==> src/rtl/hazard_ctrl.sv <==
// Pipeline hazard/flush controller: RAW detection against EX/WB with optional
// forwarding, plus a counter-driven flush/stall state machine feeding fetch/PC.
module hazard_ctrl #(
  parameter int REG_W            = 5,
  parameter int FLUSH_CYCLES     = 2,
  parameter int RAW_STALL_CYCLES = 2,
  parameter int FWD_EN           = 0,
  parameter int ZERO_REG         = 0
) (
  input  logic             clk,
  input  logic             reset,
  input  logic [REG_W-1:0] id_src_a,
  input  logic [REG_W-1:0] id_src_b,
  input  logic             id_rd_a,
  input  logic             id_rd_b,
  input  logic [3:0]       id_kind,
  input  logic [REG_W-1:0] ex_dst,
  input  logic             ex_wr_en,
  input  logic             ex_is_load,
  input  logic [REG_W-1:0] wb_dst,
  input  logic             wb_wr_en,
  input  logic             ex_branch_taken,
  input  logic             irq,
  output logic             pc_reset,
  output logic             pc_load,
  output logic             pc_inc,
  output logic             fetch_hold,
  output logic             imem_addr_sel,
  output logic             id_bubble,
  output logic [1:0]       fwd_a,
  output logic [1:0]       fwd_b,
  output logic             busy,
  output logic [2:0]       flush_cause
);

  localparam int MAX_CYC = (FLUSH_CYCLES > RAW_STALL_CYCLES) ? FLUSH_CYCLES : RAW_STALL_CYCLES;
  localparam int CW      = $clog2(MAX_CYC + 1);
  localparam logic [CW-1:0] FLUSH_LD = CW'(FLUSH_CYCLES);
  localparam logic [CW-1:0] STALL_LD = CW'(RAW_STALL_CYCLES - 1);
  localparam logic          FWD      = (FWD_EN != 0);
  localparam logic          ZREG     = (ZERO_REG != 0);

  typedef enum logic [1:0] {IDLE, STALL, FLUSH} state_t;
  typedef enum logic [2:0] {
    C_NONE = 3'd0, C_RESET = 3'd1, C_IRQ = 3'd2,
    C_BRANCH = 3'd3, C_CALL = 3'd4, C_RETURN = 3'd5
  } cause_t;

  state_t          state, state_n;
  logic [CW-1:0]   cnt, cnt_n;
  cause_t          cause_q, cause_n;

  logic zero_a, zero_b;
  logic ex_a, ex_b, wb_a, wb_b;
  logic hz_ex, hz_wb;
  logic is_call, is_ret;
  logic event_hi, stall;

  assign zero_a = ZREG && (id_src_a == '0);
  assign zero_b = ZREG && (id_src_b == '0);
  assign ex_a   = (id_src_a == ex_dst) && id_rd_a && ex_wr_en && !zero_a;
  assign ex_b   = (id_src_b == ex_dst) && id_rd_b && ex_wr_en && !zero_b;
  assign wb_a   = (id_src_a == wb_dst) && id_rd_a && wb_wr_en && !zero_a;
  assign wb_b   = (id_src_b == wb_dst) && id_rd_b && wb_wr_en && !zero_b;
  assign hz_ex  = (ex_a || ex_b) && (!FWD || ex_is_load);
  assign hz_wb  = (wb_a || wb_b) && !FWD;

  assign is_call = (id_kind == 4'd6);
  assign is_ret  = (id_kind >= 4'd7) && (id_kind <= 4'd9);

  always_ff @(posedge clk) begin
    state   <= state_n;
    cnt     <= cnt_n;
    cause_q <= cause_n;
  end

  // reset is just the top-priority flush event, so it is folded in here
  always_comb begin
    state_n = state;
    cnt_n   = cnt;
    cause_n = cause_q;
    if (reset) begin
      state_n = FLUSH; cnt_n = FLUSH_LD; cause_n = C_RESET;
    end else if (irq) begin
      state_n = FLUSH; cnt_n = FLUSH_LD; cause_n = C_IRQ;
    end else if (ex_branch_taken) begin
      state_n = FLUSH; cnt_n = FLUSH_LD; cause_n = C_BRANCH;
    end else if (state == IDLE) begin
      if (is_call) begin
        state_n = FLUSH; cnt_n = FLUSH_LD; cause_n = C_CALL;
      end else if (is_ret) begin
        state_n = FLUSH; cnt_n = FLUSH_LD; cause_n = C_RETURN;
      end else if (hz_ex && (RAW_STALL_CYCLES > 1)) begin
        state_n = STALL; cnt_n = STALL_LD;
      end
    end else if (cnt <= CW'(1)) begin
      state_n = IDLE;
      cnt_n   = '0;
    end else begin
      cnt_n = cnt - CW'(1);
    end
  end

  always_comb begin
    event_hi      = reset || irq || ex_branch_taken || ((state == IDLE) && (is_call || is_ret));
    stall         = !event_hi && ((state == STALL) || ((state == IDLE) && (hz_ex || hz_wb)));
    fetch_hold    = stall && !reset && !ex_branch_taken;
    imem_addr_sel = fetch_hold;
    pc_reset      = reset;
    pc_load       = ex_branch_taken && !reset;
    pc_inc        = !reset && !pc_load && !fetch_hold;
    id_bubble     = event_hi || stall || (state != IDLE);
    busy          = (state != IDLE);
    flush_cause   = (state == FLUSH) ? cause_q : C_NONE;
    fwd_a         = 2'd0;
    fwd_b         = 2'd0;
    if (FWD && (state == IDLE) && !reset) begin
      if (ex_a && !ex_is_load) fwd_a = 2'd1;
      else if (wb_a)           fwd_a = 2'd2;
      if (ex_b && !ex_is_load) fwd_b = 2'd1;
      else if (wb_b)           fwd_b = 2'd2;
    end
  end

endmodule
==> config.mk <==
export PLATFORM = sky130hd
export DESIGN_NAME = hazard_ctrl
export DESIGN_NICKNAME = d
export VERILOG_FILES = /design/src/rtl/hazard_ctrl.sv
export SDC_FILE = /design/constraint.sdc
export NUM_CORES = 1
export LEC_CHECK = 0
export CORE_AREA = 5 5 42 44
export DETAILED_ROUTE_END_ITERATION = 6
export DIE_AREA = 0 0 47 49
export DONT_BUFFER_PORTS = 1
export PLACE_DENSITY = 0.66
export SLEW_MARGIN = 25
export SYNTH_ARGS = -nofsm -noshare
export SYNTH_HDL_FRONTEND = slang
export SYNTH_SLANG_ARGS = --single-unit
export TNS_END_PERCENT = 1
==> constraint.sdc <==
create_clock -name clk -period 2 [get_ports clk]
set_input_delay 0.4 -clock clk [delete_from_list [all_inputs] [get_ports clk]]
set_output_delay 0.4 -clock clk [all_outputs]
set_load 0.1 [all_outputs]
Word level (Yosys, flattened, before mapping)
Cells that the tools add are included.
W data, S select, Z words.

word-level totals
  word-level logic and storage cells = 71
  register bits after elaboration = 7

operators by class
  reduce and logical (&&, ||, !) cells = 42
  multiplexer cells = 13
  order comparisons = 3
  equality and inequality tests = 8
  add/sub/neg operators = 1

operators with widths
  cell                   count
  $eq A5 B5 Y1           4
  $mux W2                10
  $logic_and A1 B1 Y1    17
  $logic_or A1 B1 Y1     10
  $mux W3                3
  $reduce_and A2 Y1      3
  $reduce_bool A2 Y1     3
  $logic_not A1 Y1       5
  $eq A4 B3 Y1 const B   1
  $ge A4 B3 Y1 const B   1
  $le A4 B4 Y1 const B   1
  $ne A4 B4 Y1 const B   1
  $reduce_bool A4 Y1     1
  $reduce_bool A3 Y1     1
  $reduce_or A3 Y1       1
  $eq A2 B1 Y1 const B   1
  $eq A2 B2 Y1 const B   1
  $le A2 B1 Y1 const B   1
  $logic_not A2 Y1       1
  $sub A2 B1 Y2 const B  1

Longest topological paths before layout
Gate-level depths: netlist (run 1).

  depth in word-level cells = 12
  mapped depth = 6
  gate-level depth less buffers = 5

Worst setup path after synthesis (run 1)
No wires, ideal clock.

  path type = input-to-output
  start = input port ex_dst[1]
  end = output port imem_addr_sel
  path slack = -2084 ps
  arrival time = 3684 ps
  stages on the path = 6
  cells stage by stage = xnor2_1 > nand4_1 > o22ai_1 > a211oi_1 > nor3_1 > buf_4

between the ends
  cells in the longest elaborated chain, start to end = 10

RTL lines
  element                                                     line    text
  start, declared                                             17      input logic [REG_W-1:0] ex_dst,
  $eq A5 B5 Y1, on equally long branches                      61, 62
  $logic_and A1 B1 Y1, on equally long branches (2 in a row)  61, 62
  $logic_or A1 B1 Y1 (*)                                      65      assign hz_ex = (ex_a || ex_b) && (!FWD || ex_is_load);
  $logic_or A1 B1 Y1 (*)                                      106     stall = !event_hi && ((state == STALL) || ((state == IDLE) && (hz_ex || hz_wb)));
  $logic_and A1 B1 Y1 (*)                                     106
  $logic_or A1 B1 Y1 (*)                                      106
  $logic_and A1 B1 Y1 (*)                                     106
  $logic_and A1 B1 Y1 (*) (2 in a row)                        107     fetch_hold = stall && !reset && !ex_branch_taken;
  end, declared                                               28      output logic imem_addr_sel,

Every way passes the cells marked *; elsewhere a longest branch is shown, timed or not.

Final worst setup path (run 1)
  start = input port id_src_a[2]
  end = output port fetch_hold

between the ends
  cells in the longest elaborated chain, start to end = 10

RTL lines
  element                                                     line    text
  start, declared                                             12      input logic [REG_W-1:0] id_src_a,
  $eq A5 B5 Y1, on equally long branches                      61, 63
  $logic_and A1 B1 Y1, on equally long branches (2 in a row)  61, 63
  $logic_or A1 B1 Y1, on equally long branches                65, 66
  $logic_or A1 B1 Y1 (*)                                      106
  $logic_and A1 B1 Y1 (*)                                     106
  $logic_or A1 B1 Y1 (*)                                      106
  $logic_and A1 B1 Y1 (*)                                     106
  $logic_and A1 B1 Y1 (*) (2 in a row)                        107
  end, declared                                               27      output logic fetch_hold,

Marked as above.

==> results.txt, run 1 <==
The flow ran to the end, but the final reports show violations. The checks that failed: negative setup slack. The H-tree depth came out at 1.

In this run the static leakage power is 0.3213 nW. From left edge to right edge, the die measures 47 microns. Max-cap violations in this run came to 0. The final max-slew violation count is 0.

The worst setup path is captured at an output port. The via count of the first global-routing pass came to 641. The share of the Yosys chip area taken by registers is 0.2078. The data required time of the worst path came out at 1600 ps. The worst register-to-register path begins at state[0]. The weighted congestion reported at the end of routability-driven placement is 0.7323.

The number of instances in the synthesized netlist came out at 80. The post-synthesis average cell area is 8.430 sq um. The count of final hold-check violations is 0. For this design, the sink count on the clock tree is 7. The data arrival time of the critical path came out at 1620 ps. For this run, the number of Yosys warnings is 0. The highest attainable clock frequency is 496.2 MHz. The number of search-and-repair iterations in the first detailed-routing pass is 2. Setup repair after global routing could not meet its margin everywhere. The first routing iteration left 2 violations. After detailed routing, the number of remaining DRC violations is 0. For this run, the total global-route usage over all layers was measured as 0.1433. The number of placement rows is 14.

The number of antenna violations at the first check in global routing came to 0. The startpoint-to-endpoint class of the critical path is primary input to output port. The post-CTS clock slew at the launch and capture registers of the worst setup and hold paths is 50 ps.

At the later pin of the worst-skew pair, clock insertion delay measures 260 ps. The number of buffers added by the clock tree synthesis step came out at 3. The final-stage net count came out at 126. The portion of synthesized cell area occupied by the leading cell type came out at 0.2597. The number of diodes came out at 0.

The count of port buffers added during placement is 0. At the end of the flow the core is filled with cells to 0.6393. The die is 49 microns tall. The cell taking the most area after synthesis is xnor2_1. The starting density of the core is 0.4813. In this run the remaining antenna-violating nets after routing total 0. The final worst-path setup slack came out at -15.33 ps. The total vias in the final route came out at 596. For this run the aggregate overflow at the end of global routing stands at 0. The critical path ends at fetch_hold. TritonCTS built the clock tree. In the final layout, the share of cells above drive strength 1 is 0.3478. The standard cell area after detailed placement came out at 808.3 sq um.

The floorplan step defined a core boundary enclosing 1401 sq um. In the final timing run, aggregate negative setup slack is -23.64 ps. The flip-flop and latch count after synthesis came out at 7. No sink is reached through more buffers than the 2 on the longest clock path. The post-CTS setup buffer count is 0. The maximum fanout along the worst path is 3.

The final hold slack is 220.3 ps. Tracing the worst setup path back leads to its startpoint at id_src_a[2]. The logic depth of the worst register-to-register path is 6. The tree is rooted in a clkbuf_4. Ranked by total cell area, the synthesized netlist is headed by xnor2_1, dfxtp_1, buf_4. The final HPWL from detailed placement is 1299 microns. The die covers 2303 sq um. The classification of the worst-slack hold path is primary input to register. The area overhead of the layout relative to synthesis is 32.84%. The final critical-path share of the clock period came out at 1.008.

The total non-filler cell area in the finished layout came out at 895.9 sq um. The number of I/O pins is 47. The number of failing setup endpoints in the final timing report came out at 2. The final-layout fill cell count is 120. The post-route total power came out at 442.7 uW. The worst setup path is launched from a primary input. The worst-case register-to-register setup slack is 530 ps. In this run the critical register-to-register path is captured at cause_q[0].

The clock arrives with 4.607 ps of skew. The total wire length after detailed routing is 1646 microns. The first global-routing pass estimated 2359 microns of wire. The number of different library cells used by synthesis comes to 32. The synthesized netlist occupies a cell area of 674.4 sq um. The shortest period the worst path allows came out at 2015 ps.

Across the VDD grid, the largest voltage drop is 0.0003103 V. Entering global routing, the biggest net connects 8 pins. The total power per unit cell area is 494.2 nW/um^2. The average wire per cell in the routed design came out at 15.24 microns. The detailed-route vias per instance came out at 5.519.
==> power breakdown <==
| part | internal (mW) | total [mW] | switching [mW] |
|---|---|---|---|
| Combinational | 0.0621 | 0.166 | 0.104 |
| Clock | 0.0763 | 0.132 | 0.0553 |
| Sequential | 0.142 | 0.145 | 0.00316 |
==> cell families after synthesis <==
kind of cell,after synthesis,share of synthesized area
simple gates,29,0.2616
other cells,1,0.005561
mux,1,0.02226
buf+inv,8,0.08904
xor+xnor,20,0.2597
compound gates,14,0.1540
flops,7,0.2078
==> layer usage <==
| metal | part of all wire | vias to the layer above | global-route usage |
|---|---|---|---|
| met2 | 0.54 | 28 | 0.2398 |
| met5 | 0 | - | 0 |
| li1 | - | 295 | - |
| met1 | 0.33 | 268 | 0.1350 |
| met3 | 0.10 | 5 | 0.04428 |
| met4 | 0.029 | 0 | 0.1106 |
==> worst min-delay path by stage <==
stage               start    endpoint  cells after the start
2_1_floorplan  cause_q[2]  cause_q[2]                      2
3_3_place_gp   cause_q[2]  cause_q[2]                      2
3_5_place_dp   cause_q[2]  cause_q[2]                      2
4_1_cts             reset  cause_q[1]                      1
5_1_grt             reset  cause_q[1]                      1
6_report            reset  cause_q[1]                      1
==> stage by stage <==
step	std cells	setup WS, ps
3_3_place_gp	104	-109.6
6_report	108	-15.33
5_1_grt	108	-89.15
4_1_cts	108	9.940
2_1_floorplan	83	-500.4
3_5_place_dp	104	-123.4
==> cell usage after synthesis <==
| master | count |
|---|---|
| a211oi_1 | 2 |
| a21o_1 | 1 |
| a21oi_1 | 2 |
| a22oi_1 | 1 |
| a31oi_1 | 1 |
| and2_1 | 3 |
| and3b_1 | 1 |
| buf_4 | 6 |
| buf_6 | 1 |
| conb_1 | 1 |
| dfxtp_1 | 7 |
| inv_1 | 1 |
| mux2_4 | 1 |
| nand2_1 | 4 |
| nand3_1 | 3 |
| nand3b_1 | 1 |
| nand4_1 | 4 |
| nor2_1 | 3 |
| nor2_2 | 1 |
| nor2b_1 | 2 |
| nor3_1 | 2 |
| nor3_2 | 1 |
| nor3b_2 | 1 |
| o21ai_0 | 2 |
| o21bai_1 | 1 |
| o21bai_4 | 1 |
| o22ai_1 | 2 |
| o31a_1 | 1 |
| or2_1 | 1 |
| or3_1 | 1 |
| or4bb_1 | 1 |
| xnor2_1 | 20 |
==> worst max-delay path, cell delays in order <==
cell and delay (ps):
xnor2_1 140, nand4_1 150, o22ai_2 280, a211oi_4 120, nor3_4 300, buf_12 220
==> what timing repair did <==
action / in CTS / in global routing
resized for setup: 1 / 10
pin swaps: 1 / 4
hold buffers: 0 / 0
setup endpoints to repair: 4 / 3
==> cell usage in the layout, fill, tap and decap left out, types with 2 or more instances in the layout <==
cell	n
clkbuf_4	3
o22ai_2	2
and2_1	3
nand3_1	3
buf_4	9
a21oi_1	2
dfxtp_1	5
xnor2_2	2
nand2_1	3
dfxtp_4	2
buf_12	2
o21ai_0	2
conb_1	4
nor2_1	3
xnor2_1	17
nand4_1	4
==> state kept, by name, indices dropped and copies added (netlist names) <==
| name | flops |
|---|---|
| state | 2 |
| cause_q | 3 |
| cnt | 2 |
==> area by class of cell <==
cell class / count / area, sq um / share of cell area
Multi-Input combinational cell: 68 / 563.0 / 0.6285
Sequential cell: 7 / 147.6 / 0.1648
Timing Repair Buffer: 12 / 135.1 / 0.1508
Clock buffer: 4 / 26.28 / 0.02933
Tap cell: 16 / 20.02 / 0.02235
Inverter: 1 / 3.754 / 0.004190
Power figures use the tool's default switching activity.
==> run 2: changes to the inputs <==
--- a/config.mk
+++ b/config.mk
@@ -9,7 +9,7 @@
 export DETAILED_ROUTE_END_ITERATION = 6
 export DIE_AREA = 0 0 47 49
 export DONT_BUFFER_PORTS = 1
-export PLACE_DENSITY = 0.66
+export PLACE_DENSITY = 0.75
 export SLEW_MARGIN = 25
 export SYNTH_ARGS = -nofsm -noshare
 export SYNTH_HDL_FRONTEND = slang
==> run 2 against run 1 <==
Net effect:
- the run now ends clean
- sequential share of layout area down 0.64 points
- flip-flop and latch count unchanged
- clock skew down 4.4 ps
- count of clock-buffer cells in the layout unchanged
- non-clock buffer count up 2
- routed wire length down 6.2%
- critical path depth unchanged
- clock power about the same
- power about the same
- first-iteration DRC count rose to 2.5 times the previous value
- design area up 4.1%
- global-route usage down 0.52 points
- critical endpoint is now imem_addr_sel
==> results.txt, run 2 (synthesis gave the netlist of run 1 again) <==
Status: complete, no violations (was finished with violations). The clock root buffer is clkbuf_4 (unchanged). The clock tree from TritonCTS is built (unchanged). The number of placement rows was 14 (unchanged). The type of element capturing the critical path is an output port (unchanged). The most common cell after layout, fill and taps aside is xnor2_1 (unchanged).

The classification of the worst-slack hold path is primary input to register (unchanged). The final-layout fill cell count was 117 (was 120). The logic depth of the worst register-to-register path was 6 (unchanged). The maximum fanout along the worst path came out at 3 (unchanged). The final worst-path setup slack is 53.01 ps (was -15.33 ps).

The data arrival time of the critical path is 1550 ps (was 1620 ps). The count of port buffers added during placement was 0 (unchanged). The die extent in y came to 49 microns (unchanged). The number of cells on the worst hold path is 1 (unchanged). The final-stage net count is 128 (was 126). The leakage power summed over all cells came out at 0.3380 nW (was 0.3213 nW). The global routing met2 resource utilization came out at 0.2240 (was 0.2398).

The global-route wire length before repair was 2408 microns (was 2359 microns). The number of search-and-repair iterations in the first detailed-routing pass came out at 2 (unchanged). The area taken by flip-flops and latches is 147.6 sq um (unchanged). The layer with the highest usage after global routing is met2 (unchanged). The critical path launch point type is a primary input (unchanged). Registers with the highest flip-flop counts: cause_q: 3 flops, cnt: 2 flops, state: 2 flops (unchanged). The number of buffers added by the clock tree synthesis step came to 3 (unchanged).

The number of maximum-capacitance constraint violations came out at 0 (unchanged). The cell count after placement is 103 (was 104). The startpoint-to-endpoint class of the critical path is primary input to output port (unchanged).

The area overhead of the layout relative to synthesis is 38.22% (was 32.84%). The number of nets with antenna violations after detailed routing came to 0 (unchanged). Unrepaired setup endpoints after global routing: yes (unchanged).

The number of I/O pins is 47 (unchanged). The starting density of the core was 0.4813 (unchanged). The detailed-route vias per instance is 5.582 (was 5.519). The total number of clock tree sinks is 7 (unchanged). The maximum VDD drop is 0.0002185 V (was 0.0003103 V). The share of cells above drive strength 1 is 0.3723 (was 0.3478). The utilization after layout is 0.6652 (was 0.6393). The H-tree depth is 1 (unchanged). The worst slack after detailed placement is -138.0 ps (was -123.4 ps).

The quantity of hold-fixing buffers added after cts is 0 (unchanged). The total wire length after detailed routing came to 1544 microns (was 1646 microns). Leading cell types in the layout, fill and taps excluded: xnor2_1, buf_4, dfxtp_1 (unchanged). The post-layout instance count excluding filler cells was 110 (was 108).

The number of failing setup endpoints in the final timing report is 0 (was 2). The die outline area is 2303 sq um (unchanged). The final setup TNS is 0 ps (was -23.64 ps).

The final critical-path share of the clock period came to 0.9735 (was 1.008). The insertion delay to the later sink of the worst-skew pair is 250 ps (was 260 ps). The post-route total power was 442.5 uW (was 442.7 uW). The largest clock skew in the final design is 0.2452 ps (was 4.607 ps). The final max-slew violation count is 0 (unchanged). The count of final hold-check violations is 0 (unchanged).

The total power per unit cell area is 474.7 nW/um^2 (was 494.2 nW/um^2). The fraction of met1 tracks used by global routing came out at 0.1582 (was 0.1350). The core region area came to 1401 sq um (unchanged). The DRC violation count after routing is 0 (unchanged). The final HPWL from detailed placement came to 1338 microns (was 1299 microns).

The weighted congestion reported at the end of routability-driven placement is 0.7457 (was 0.7323). The starting DRC count in detailed routing is 5 (was 2). The die width came out at 47 microns (unchanged). The via count of the first global-routing pass came out at 645 (was 641). The data required time of the worst path was 1600 ps (about the same). The standard cell area after detailed placement is 800.8 sq um (was 808.3 sq um). The number of antenna violations at the first check in global routing is 0 (unchanged). The global-route met3 utilization came out at 0.04797 (was 0.04428). The shortest period the worst path allows came to 1947 ps (was 2015 ps).

The number of buffers between clock root and the deepest sink came out at 2 (unchanged). The total vias in the final route came out at 614 (was 596). The highest attainable clock frequency was 513.6 MHz (was 496.2 MHz). The sum of overflow across all layers after global routing came to 0 (unchanged).

The final hold slack came out at 219.4 ps (was 220.3 ps). The average wire per cell in the routed design is 14.04 microns (was 15.24 microns). The total area of multi-input combinational cells is 586.8 sq um (was 563.0 sq um). The overall track demand over capacity in global routing is 0.1380 (was 0.1433). The register containing the most flip-flops in the final layout is cause_q (unchanged). The total non-filler cell area in the finished layout is 932.1 sq um (was 895.9 sq um). The number of diodes is 0 (unchanged). The post-CTS clock slew at the launch and capture registers of the worst setup and hold paths is 50 ps (about the same).

The largest net degree at the start of global routing is 8 (unchanged). The flip-flop count of the largest register after layout came out at 3 (unchanged).
-- run 2: area by class of cell --
| cell class | count | area share |
|---|---|---|
| repair buffers | 14 | 0.1584 |
| flip-flops and latches | 7 | 0.1584 |
| well taps | 16 | 0.02148 |
| inverters | 1 | 0.004027 |
| multi-input cells | 68 | 0.6295 |
| clock buffers | 4 | 0.02819 |
-- run 2: path summary, 6_finish.rpt --
check                                 start             to  slack [ps]
worst max-delay path            id_src_a[4]  imem_addr_sel          50
worst min-delay path                  reset     cause_q[1]         220
worst max register to register     state[0]     cause_q[0]         510
worst min register to register   cause_q[2]     cause_q[2]         450
-- run 2: power breakdown --
group          switching, mW  total, mW  internal [mW]
logic                  0.103      0.169         0.0663
registers            0.00310      0.145          0.142
clock network         0.0524      0.129         0.0762
total                  0.158      0.443          0.284
-- run 2: worst max-delay path: stages --
cell and delay, ps:
xnor2_1 140, nand4_1 150, o22ai_2 230, a211oi_4 110, nor3_4 260, clkbuf_16 250
-- run 2: per-layer routing --
layer | wire length (microns) | part of all wire
met1 | 544 | 0.35
met2 | 785 | 0.51
met5 | 0 | 0
met4 | 10 | 0.0065
met3 | 203 | 0.13
-- run 2: repair_timing --
| item | 4_1_cts | 5_1_grt |
|---|---|---|
| buffers inserted | 0 | 3 |
| resized for setup | 2 | 13 |
| pin swaps | 1 | 5 |
| endpoints found under the setup margin | 4 | 3 |
==> run 3: changes to the inputs <==
--- a/config.mk
+++ b/config.mk
@@ -6,6 +6,7 @@
 export NUM_CORES = 1
 export LEC_CHECK = 0
 export CORE_AREA = 5 5 42 44
+export CTS_BUF_LIST = sky130_fd_sc_hd__clkbuf_8 sky130_fd_sc_hd__clkbuf_16
 export DETAILED_ROUTE_END_ITERATION = 6
 export DIE_AREA = 0 0 47 49
 export DONT_BUFFER_PORTS = 1
==> run 3 against run 2 <==
Net effect:
- combinational power about the same
- flip-flop and latch count unchanged
- setup slack improved by 6.6 ps
- die area unchanged
- utilization decreased by 0.27 points
- worst hold slack improved by 22 ps
- sequential power about the same
- power increased by 15%
- critical path type unchanged
- critical endpoint unchanged
- highest routed layer unchanged
==> results.txt, run 3 (synthesis gave the netlist of run 1 again) <==
Status: complete, no violations (unchanged). The cell count after placement came out at 103 (unchanged). The worst slack after detailed placement is -138.0 ps (unchanged). The final max-slew violation count is 0 (unchanged). The most common cell after layout, fill and taps aside was xnor2_1 (unchanged).

The number of antenna violations at the first check in global routing came out at 0 (unchanged). The classification of the worst-slack hold path is primary input to register (unchanged). The final-stage net count came out at 125 (was 128). The net load switching power is 169.4 uW (was 158.2 uW). The type of element capturing the critical path was an output port (unchanged).

The leakage power summed over all cells is 0.3362 nW (was 0.3380 nW). The starting density of the core came out at 0.4813 (unchanged). The detailed-route vias per instance was 5.551 (was 5.582). The maximum VDD drop came out at 0.0003197 V (was 0.0002185 V).

List of cells traversed by the critical path: xnor2_1, nand4_1, o22ai_2, a211oi_4, nor3_4, clkbuf_16 (unchanged). The weighted congestion reported at the end of routability-driven placement came out at 0.7457 (unchanged). The number of maximum-capacitance constraint violations came out at 0 (unchanged). The count of final hold-check violations is 0 (unchanged).

The number of buffers between clock root and the deepest sink is 2 (unchanged). The number of nets with antenna violations after detailed routing came to 0 (unchanged). The total power per unit cell area was 550.1 nW/um^2 (was 474.7 nW/um^2). The number of failing setup endpoints in the final timing report is 0 (unchanged). The number of search-and-repair iterations in the first detailed-routing pass is 2 (unchanged). The startpoint-to-endpoint class of the critical path is primary input to output port (unchanged). The total number of clock tree sinks is 7 (unchanged). The maximum fanout along the worst path came out at 3 (unchanged). The die width came out at 47 microns (unchanged). The sum of overflow across all layers after global routing is 0 (unchanged).

The largest clock skew in the final design came to 1.976 ps (was 0.2452 ps). The combinational fraction of design power came out at 0.329 (was 0.382). The insertion delay to the later sink of the worst-skew pair is 230 ps (was 250 ps).

The overall track demand over capacity in global routing is 0.1437 (was 0.1380). The clock tree from TritonCTS was built (unchanged). The die outline area came to 2303 sq um (unchanged). The register containing the most flip-flops in the final layout is cause_q (unchanged). The final setup TNS came out at 0 ps (unchanged). The data required time of the worst path is 1600 ps (about the same). The starting DRC count in detailed routing was 6 (was 5). The quantity of hold-fixing buffers added after cts came out at 0 (unchanged).

The shortest period the worst path allows is 1940 ps (was 1947 ps). Leading cell types in the layout, fill and taps excluded: xnor2_1, buf_4, dfxtp_1 (unchanged). The total vias in the final route came to 594 (was 614).

The highest attainable clock frequency came out at 515.4 MHz (was 513.6 MHz). The total wire length after detailed routing came to 1524 microns (was 1544 microns). The data arrival time of the critical path came out at 1540 ps (was 1550 ps).

The DRC violation count after routing is 0 (unchanged). The clock root buffer is clkbuf_8 (was clkbuf_4). The internal power component is 341.3 uW (was 284.3 uW).

The share of cells above drive strength 1 is 0.3516 (was 0.3723). The sequential fraction of design power came out at 0.285 (was 0.328). The number of diodes came out at 0 (unchanged). The global-route wire length before repair came to 2449 microns (was 2408 microns). The post-CTS clock slew at the launch and capture registers of the worst setup and hold paths was 40 ps (was 50 ps).

The area overhead of the layout relative to synthesis came out at 37.66% (was 38.22%). The final worst-path setup slack came out at 59.65 ps (was 53.01 ps). The flip-flop count of the largest register after layout is 3 (unchanged). The number of placement rows came to 14 (unchanged). The average wire per cell in the routed design came out at 14.24 microns (was 14.04 microns). Registers with the highest flip-flop counts: cause_q: 3 flops, cnt: 2 flops, state: 2 flops (unchanged). The count of port buffers added during placement is 0 (unchanged). The largest net degree at the start of global routing came to 8 (unchanged).

Unrepaired setup endpoints after global routing: yes (unchanged). The die extent in y is 49 microns (unchanged). The final critical-path share of the clock period is 0.9702 (was 0.9735). The via count of the first global-routing pass came to 650 (was 645). The maximum cell stage delay along the critical path came to 260 ps (about the same). The critical path launch point type was a primary input (unchanged).

The power share of the clock group came to 0.385 (was 0.290). The cell at the slowest stage of the critical path is nor3_4 (unchanged). The H-tree depth is 1 (unchanged). The switching share of total power came out at 0.3317 (was 0.3575).

The final HPWL from detailed placement is 1338 microns (unchanged). The final hold slack came to 241.7 ps (was 219.4 ps). The core region area came out at 1401 sq um (unchanged). The number of buffers added by the clock tree synthesis step is 3 (unchanged). The kind of cell adding the most delay to the critical path is simple AND/OR/NAND/NOR gates (unchanged). The total buffers and inverters traversed by the critical path is 1 (unchanged). The post-layout instance count excluding filler cells came out at 107 (was 110). The number of I/O pins came to 47 (unchanged).
-- run 3: cell count changes in the layout (fill, tap and decap cells not counted) --
cell / before / now
clkbuf_8: 0 / 3
clkbuf_4: 3 / 0
inv_1: 1 / 2
buf_4: 11 / 8
clkbuf_1: 1 / 0
-- run 3: power groups by stage --
stage                     Sequential, mW  Clock, mW  Combinational (mW)
after global placement             0.150          0               0.153
after CTS                          0.148      0.201               0.156
after detailed placement           0.151          0               0.155
after floorplan                    0.150          0               0.152
after global routing               0.146      0.215               0.175
final                              0.146      0.197               0.168
-- run 3: timing repair --
| item | in CTS | in global routing |
|---|---|---|
| resized for setup | 1 | 14 |
| buffers inserted | 0 | 0 |
| hold endpoints to repair | 0 | 0 |
| setup endpoints to repair | 4 | 3 |
| pin swaps | 1 | 5 |
-- run 3: worst reg2reg max path, cell delays in order, from the launching register on --
cell and delay [ps]:
dfxtp_4 350, or2_4 260, o21bai_4 200, mux2_4 310, nor2_2 80, o21bai_1 60
-- run 3: worst paths after layout --
kind                from             to  slack [ps]  depth (start not counted)
min                reset     cause_q[1]         240                          1
max reg2reg     state[0]     cause_q[0]         610                          5
max          id_src_a[4]  imem_addr_sel          60                          6
min reg2reg   cause_q[2]     cause_q[2]         450                          2
-- run 3: per-stage QoR --
stage | util | cell area [sq um] | power [mW]
after global placement | 0.5714 | 800.8 | 0.3036
after detailed placement | 0.5714 | 800.8 | 0.3059
final | 0.6625 | 928.4 | 0.5107
after floorplan | - | 728.2 | 0.3011
after global routing | 0.6625 | 928.4 | 0.5370
after CTS | 0.6071 | 850.8 | 0.5054
-- run 3: cell type report --
class	count	area, sq um
clock inverter	1	3.754
timing repair buffer	11	125.1
inverter	1	3.754
tap	16	20.02
multi-input combinational	68	586.8
fill	126	473.0
clock buffer	3	41.29
sequential	7	147.6
-- run 3: per-layer routing --
layer / wire (microns) / track usage
met1: 510 / 0.1604
met2: 759 / 0.2262
met3: 228 / 0.05904
met4: 25 / 0.06912
met5: 0 / 0
